==> src/rtl/branch_resolve.sv <==
// EX-side branch resolution: re-derives fetch's static prediction and
// issues redirects to IFU over a valid/ready handshake, with perf counters.
module branch_resolve #(
    parameter int XLEN  = 64,
    parameter int CNT_W = 32
) (
    input  logic             clock,
    input  logic             reset,
    input  logic             io_in_valid,
    output logic             io_in_ready,
    input  logic [XLEN-1:0]  io_in_pc,
    input  logic [31:0]      io_in_inst,
    input  logic             io_in_taken,
    input  logic [XLEN-1:0]  io_in_jalr_target,
    input  logic [XLEN-1:0]  io_in_trap_target,
    output logic             io_redirect_valid,
    input  logic             io_redirect_ready,
    output logic [XLEN-1:0]  io_redirect_pc,
    output logic [1:0]       io_redirect_cause,
    output logic             io_flush,
    output logic [CNT_W-1:0] io_cnt_branch,
    output logic [CNT_W-1:0] io_cnt_mispred
);

    typedef enum logic {IDLE, HOLD} state_t;

    state_t            state_q, state_d;
    logic [XLEN-1:0]   pc_q, pc_d;
    logic [1:0]        cause_q, cause_d;
    logic              flush_q;
    logic [CNT_W-1:0]  cnt_br_q, cnt_mp_q;

    logic [6:0]        opcode;
    logic [2:0]        funct3;
    logic              is_br, is_jalr, is_trap;
    logic [XLEN-1:0]   b_off, br_tgt, pc4, pred_br, act_br;
    logic              mispred, need_rd, accept;

    assign opcode  = io_in_inst[6:0];
    assign funct3  = io_in_inst[14:12];
    assign is_br   = (opcode == 7'h63) && (funct3 != 3'd2) && (funct3 != 3'd3);
    assign is_jalr = (opcode == 7'h67) && (funct3 == 3'd0);
    assign is_trap = (io_in_inst == 32'h0000_0073) ||
                     (io_in_inst == 32'h0010_0073) ||
                     (io_in_inst == 32'h3020_0073);

    assign b_off = {{(XLEN-13){io_in_inst[31]}}, io_in_inst[31], io_in_inst[7],
                    io_in_inst[30:25], io_in_inst[11:8], 1'b0};

    assign pc4     = io_in_pc + XLEN'(4);
    assign br_tgt  = io_in_pc + b_off;
    assign pred_br = io_in_inst[31] ? br_tgt : pc4;
    assign act_br  = io_in_taken ? br_tgt : pc4;

    // JAL always resolves to its predicted target, so it never redirects
    assign mispred = is_br && (act_br != pred_br);
    assign need_rd = mispred || is_jalr || is_trap;

    assign io_in_ready = reset && (state_q == IDLE);
    assign accept      = io_in_valid && io_in_ready;

    always_comb begin
        state_d = state_q;
        pc_d    = pc_q;
        cause_d = cause_q;
        unique case (state_q)
            IDLE: begin
                if (accept && need_rd) begin
                    state_d = HOLD;
                    unique case (1'b1)
                        mispred: begin
                            pc_d    = act_br;
                            cause_d = 2'b01;
                        end
                        is_jalr: begin
                            pc_d    = {io_in_jalr_target[XLEN-1:1], 1'b0};
                            cause_d = 2'b10;
                        end
                        default: begin
                            pc_d    = io_in_trap_target;
                            cause_d = 2'b10;
                        end
                    endcase
                end
            end
            HOLD: begin
                if (io_redirect_ready) state_d = IDLE;
            end
            default: state_d = IDLE;
        endcase
    end

    always_ff @(posedge clock) begin
        if (!reset) begin
            state_q  <= IDLE;
            pc_q     <= '0;
            cause_q  <= 2'b00;
            flush_q  <= 1'b0;
            cnt_br_q <= '0;
            cnt_mp_q <= '0;
        end else begin
            state_q <= state_d;
            pc_q    <= pc_d;
            cause_q <= cause_d;
            flush_q <= accept && mispred;
            if (accept) begin
                cnt_br_q <= cnt_br_q + CNT_W'(is_br);
                cnt_mp_q <= cnt_mp_q + CNT_W'(mispred);
            end
        end
    end

    assign io_redirect_valid = (state_q == HOLD);
    assign io_redirect_pc    = pc_q;
    assign io_redirect_cause = (state_q == HOLD) ? cause_q : 2'b00;
    assign io_flush          = flush_q;
    assign io_cnt_branch     = cnt_br_q;
    assign io_cnt_mispred    = cnt_mp_q;

endmodule

==> config.mk <==
export PLATFORM = sky130hd
export DESIGN_NAME = branch_resolve
export DESIGN_NICKNAME = d
export VERILOG_FILES = /design/src/rtl/branch_resolve.sv
export SDC_FILE = /design/constraint.sdc
export NUM_CORES = 1
export LEC_CHECK = 0
export CAP_MARGIN = 20
export CORE_MARGIN = 1.5
export CORE_UTILIZATION = 34
export CTS_BUF_LIST = sky130_fd_sc_hd__clkbuf_8
export CTS_CLUSTER_SIZE = 16
export DETAILED_ROUTE_END_ITERATION = 12
export DONT_BUFFER_PORTS = 1
export PLACE_DENSITY = 0.57
export RECOVER_POWER = 25
export SYNTH_ARGS = -nofsm -noshare
export SYNTH_HDL_FRONTEND = slang
export SYNTH_SLANG_ARGS = --single-unit
==> constraint.sdc <==
create_clock -name clock -period 8.1 [get_ports clock]
set_input_delay 1.62 -clock clock [delete_from_list [all_inputs] [get_ports clock]]
set_output_delay 1.62 -clock clock [all_outputs]
set_load 0.02 [all_outputs]
==> impl_metrics.tcl <==
set metrics [dict create \
    post_cts_resize_count 0 \
    first_pass_iters 5 \
    grt_pass1_wl_um 93380 \
    ios 362 \
    power_density_nw_per_um2 134.7 \
    numCtsBuffers 17 \
    synthArstFlopShare 0 \
    drv_slew 0 \
    drt_iter0_markers 1781 \
    drv_cap 0 \
    setup-tns-final_ns 0 \
    finalHoldViolCount 0 \
    place_inst 2495 \
    min_from "cause_q[1]" \
    end_kind "register" \
    clk_latency_ns 0.49 \
    p_clk_frac 0.295 \
    design.core.area_um2 41850 \
    ys_types 91 \
    worst_slew_pin_slew_ns 0.9830 \
    htreeDepth 4 \
    power_frac_comb 0.393 \
    cp-start-kind "primary input" \
    synth_warnings 0 \
    p_leak_uw 0.005582 \
    fin_nets 2272 \
    via_count 15770 \
    grt_max_degree 97 \
    sw_frac_of_total 0.4039 \
    antenna_found_initial 4 \
    die_y_um 208.9 \
    syn_nets 2315 \
    hold_slack_ns 0.5092 \
    dieArea_um2 43650 \
    path_class "in2reg" \
    rsz0062_at_grt "no" \
    area_growth_pct 7.680 \
    synth-seq-area-share 0.1833 \
    cts_buffer_depth 2 \
    period_needed_ns 7.264 \
    fp.dieW_um 208.9 \
    arrival_ns 7.61 \
    fmax_mhz 137.7 \
    grt_usage 0.2816 \
    gp_congestion 1.019 \
    postSynthCellCount 2018 \
    rows 75 \
    drive_gt1_frac 0.06841 \
    clk_pin_slew_ns 0.10 \
    final_cells 2530 \
    avgViaCountPerCell 6.234 \
    netSwitchingPower_uw 844.6 \
    wl_per_cell_um 25.28 \
    nFillCells 4494 \
    fin_crit_sh 0.8967 \
    cts_sinks 132 \
    root_buffer "clkbuf_8" \
    r2r-start "io_cnt_branch[3]" \
    first_global_vias 14590 \
    io_buffers 0 \
    hp-class "reg2reg" \
    synth_edf_count 0 \
    cts_tree "built" \
    grt.overflow.total 0 \
    synth_area_per_cell_um2 7.144 \
    cp.required_ns 8.45 \
    routed_wl_um 63950 \
    ant_nets 0 \
    p_int_uw 1247 \
    outcome "finished clean" \
    slew_headroom 0.3387 \
    setup_violations 0 \
    drc 0 \
    seq_area_um2 2643 \
    multiInputGateArea_um2 11180 \
    crit_fanout 8 \
    peakVddDrop_uv 117.8 \
    crit_start "io_in_pc[7]" \
    ys_ff_latch 132 \
    power_frac_seq 0.311 \
    dpl.hpwl_um 52350 \
    syn_area_um2 14420 \
    start_util 0.3445 \
    post_cts_buffers 0 \
    fin_worst_skew_ns 0.01922 \
    synthFlopType "dfxtp_1" \
    final_common_cell "nor2_1" \
    layout_common_cells "nor2_1 (222), a21oi_1 (190), nand2_1 (178)" \
    cts_hold_buf 0 \
]
[synth_stat cells (11+ instances only)]
master	count	area share
xor2_1	114	0.069
nor4_1	30	0.013
a211oi_1	11	0.0057
a31oi_1	32	0.014
dfxtp_1	132	0.18
nand4_1	74	0.032
and3_1	27	0.012
and2_1	15	0.0065
a21o_1	21	0.011
ha_1	67	0.058
o31a_1	30	0.018
a21oi_1	190	0.066
buf_2	19	0.0066
or3_1	42	0.018
clkbuf_1	98	0.026
a22oi_1	58	0.030
o21ai_1	13	0.0045
inv_1	23	0.0060
xnor3_1	13	0.020
o21a_1	22	0.011
nand2_1	178	0.046
xnor2_1	93	0.056
nand3_1	80	0.028
o211ai_1	16	0.0083
nor2_1	222	0.058
nor3_1	39	0.014
o2111ai_1	11	0.0067
and4_1	15	0.0091
o21ai_0	157	0.054
[routing by layer]
metal | share of wire | global-route usage
met5 | 0 | 0
met4 | 0.030 | 0.09220
met3 | 0.082 | 0.04839
met2 | 0.44 | 0.4430
met1 | 0.45 | 0.3887
[through the flow]
| stage | power (uW) | cell area (um^2) | setup WS (ns) | utilization |
|---|---|---|---|---|
| CTS | 2091 | 15520 | 0.9249 | 0.3708 |
| global route | 2189 | 15520 | 0.5660 | 0.3709 |
| floorplan | 1224 | 14420 | 0.6254 | - |
| global placement | 1469 | 15070 | 0.3850 | 0.3601 |
| detailed placement | 1469 | 15080 | 0.4197 | 0.3603 |
| finish | 2091 | 15520 | 0.8365 | 0.3709 |
[critical path: stages]
cell,delay (ns)
ha_1,0.45
a21oi_1,0.17
o21ai_0,0.46
nand2b_1,0.14
a311oi_1,0.61
buf_4,0.26
nor3_1,0.05
o221ai_1,0.48
xnor2_1,0.18
a2111o_1,0.46
nor4_1,0.43
nand4_1,0.43
or2_4,0.42
a21oi_4,0.16
nor2_1,0.06
ha_1,0.22
ha_1,0.19
and3_1,0.18
nand3_1,0.10
nor2_1,0.13
and3_1,0.18
xnor2_1,0.15
nor2_1,0.05
[flip-flops by register name, summed over array words and instances (netlist names)]
signal,cells
io_flush,1
io_cnt_branch,32
io_redirect_valid,1
io_redirect_pc,64
cause_q,2
io_cnt_mispred,32
[area by class of cell]
class                           instances  share of cell area
Multi-Input combinational cell       1736              0.7200
Timing Repair Buffer                   64             0.03175
Clock buffer                           17             0.01507
Antenna cell                            3           0.0004836
Inverter                               24            0.005803
Tap cell                              539             0.04344
Sequential cell                       132              0.1702
Clock inverter                         15             0.01322
[kinds of logic (layout without fill, tap and decap cells)]
family | count (synthesis) | after routing | share of synthesized area
fa+ha+maj | 68 | 68 | 0.05953
compound gates | 645 | 645 | 0.2829
mux | 13 | 13 | 0.009286
xor+xnor | 222 | 222 | 0.1494
flops | 132 | 132 | 0.1833
buf+inv | 150 | 120 | 0.04313
simple gates | 788 | 788 | 0.2725
other cells | 0 | 3 | 0
[power groups by stage]
stage          logic, uW  registers [uW]  clock network, uW
3_3_place_gp         803             666                  0
4_1_cts              808             651                632
3_5_place_dp         802             666                  0
5_1_grt              881             651                657
6_report             823             651                617
2_1_floorplan        558             666                  0
[final timing paths]
check / slack, ns / end / cells past startpoint
hold / removal: 0.51 / cause_q[1] / 2
setup / recovery: 0.84 / io_cnt_mispred[26] / 23
setup reg to reg: 4.80 / io_cnt_branch[31] / 10
hold reg to reg: 0.51 / cause_q[1] / 2
Note: power is estimated with default switching activity, not from simulation.
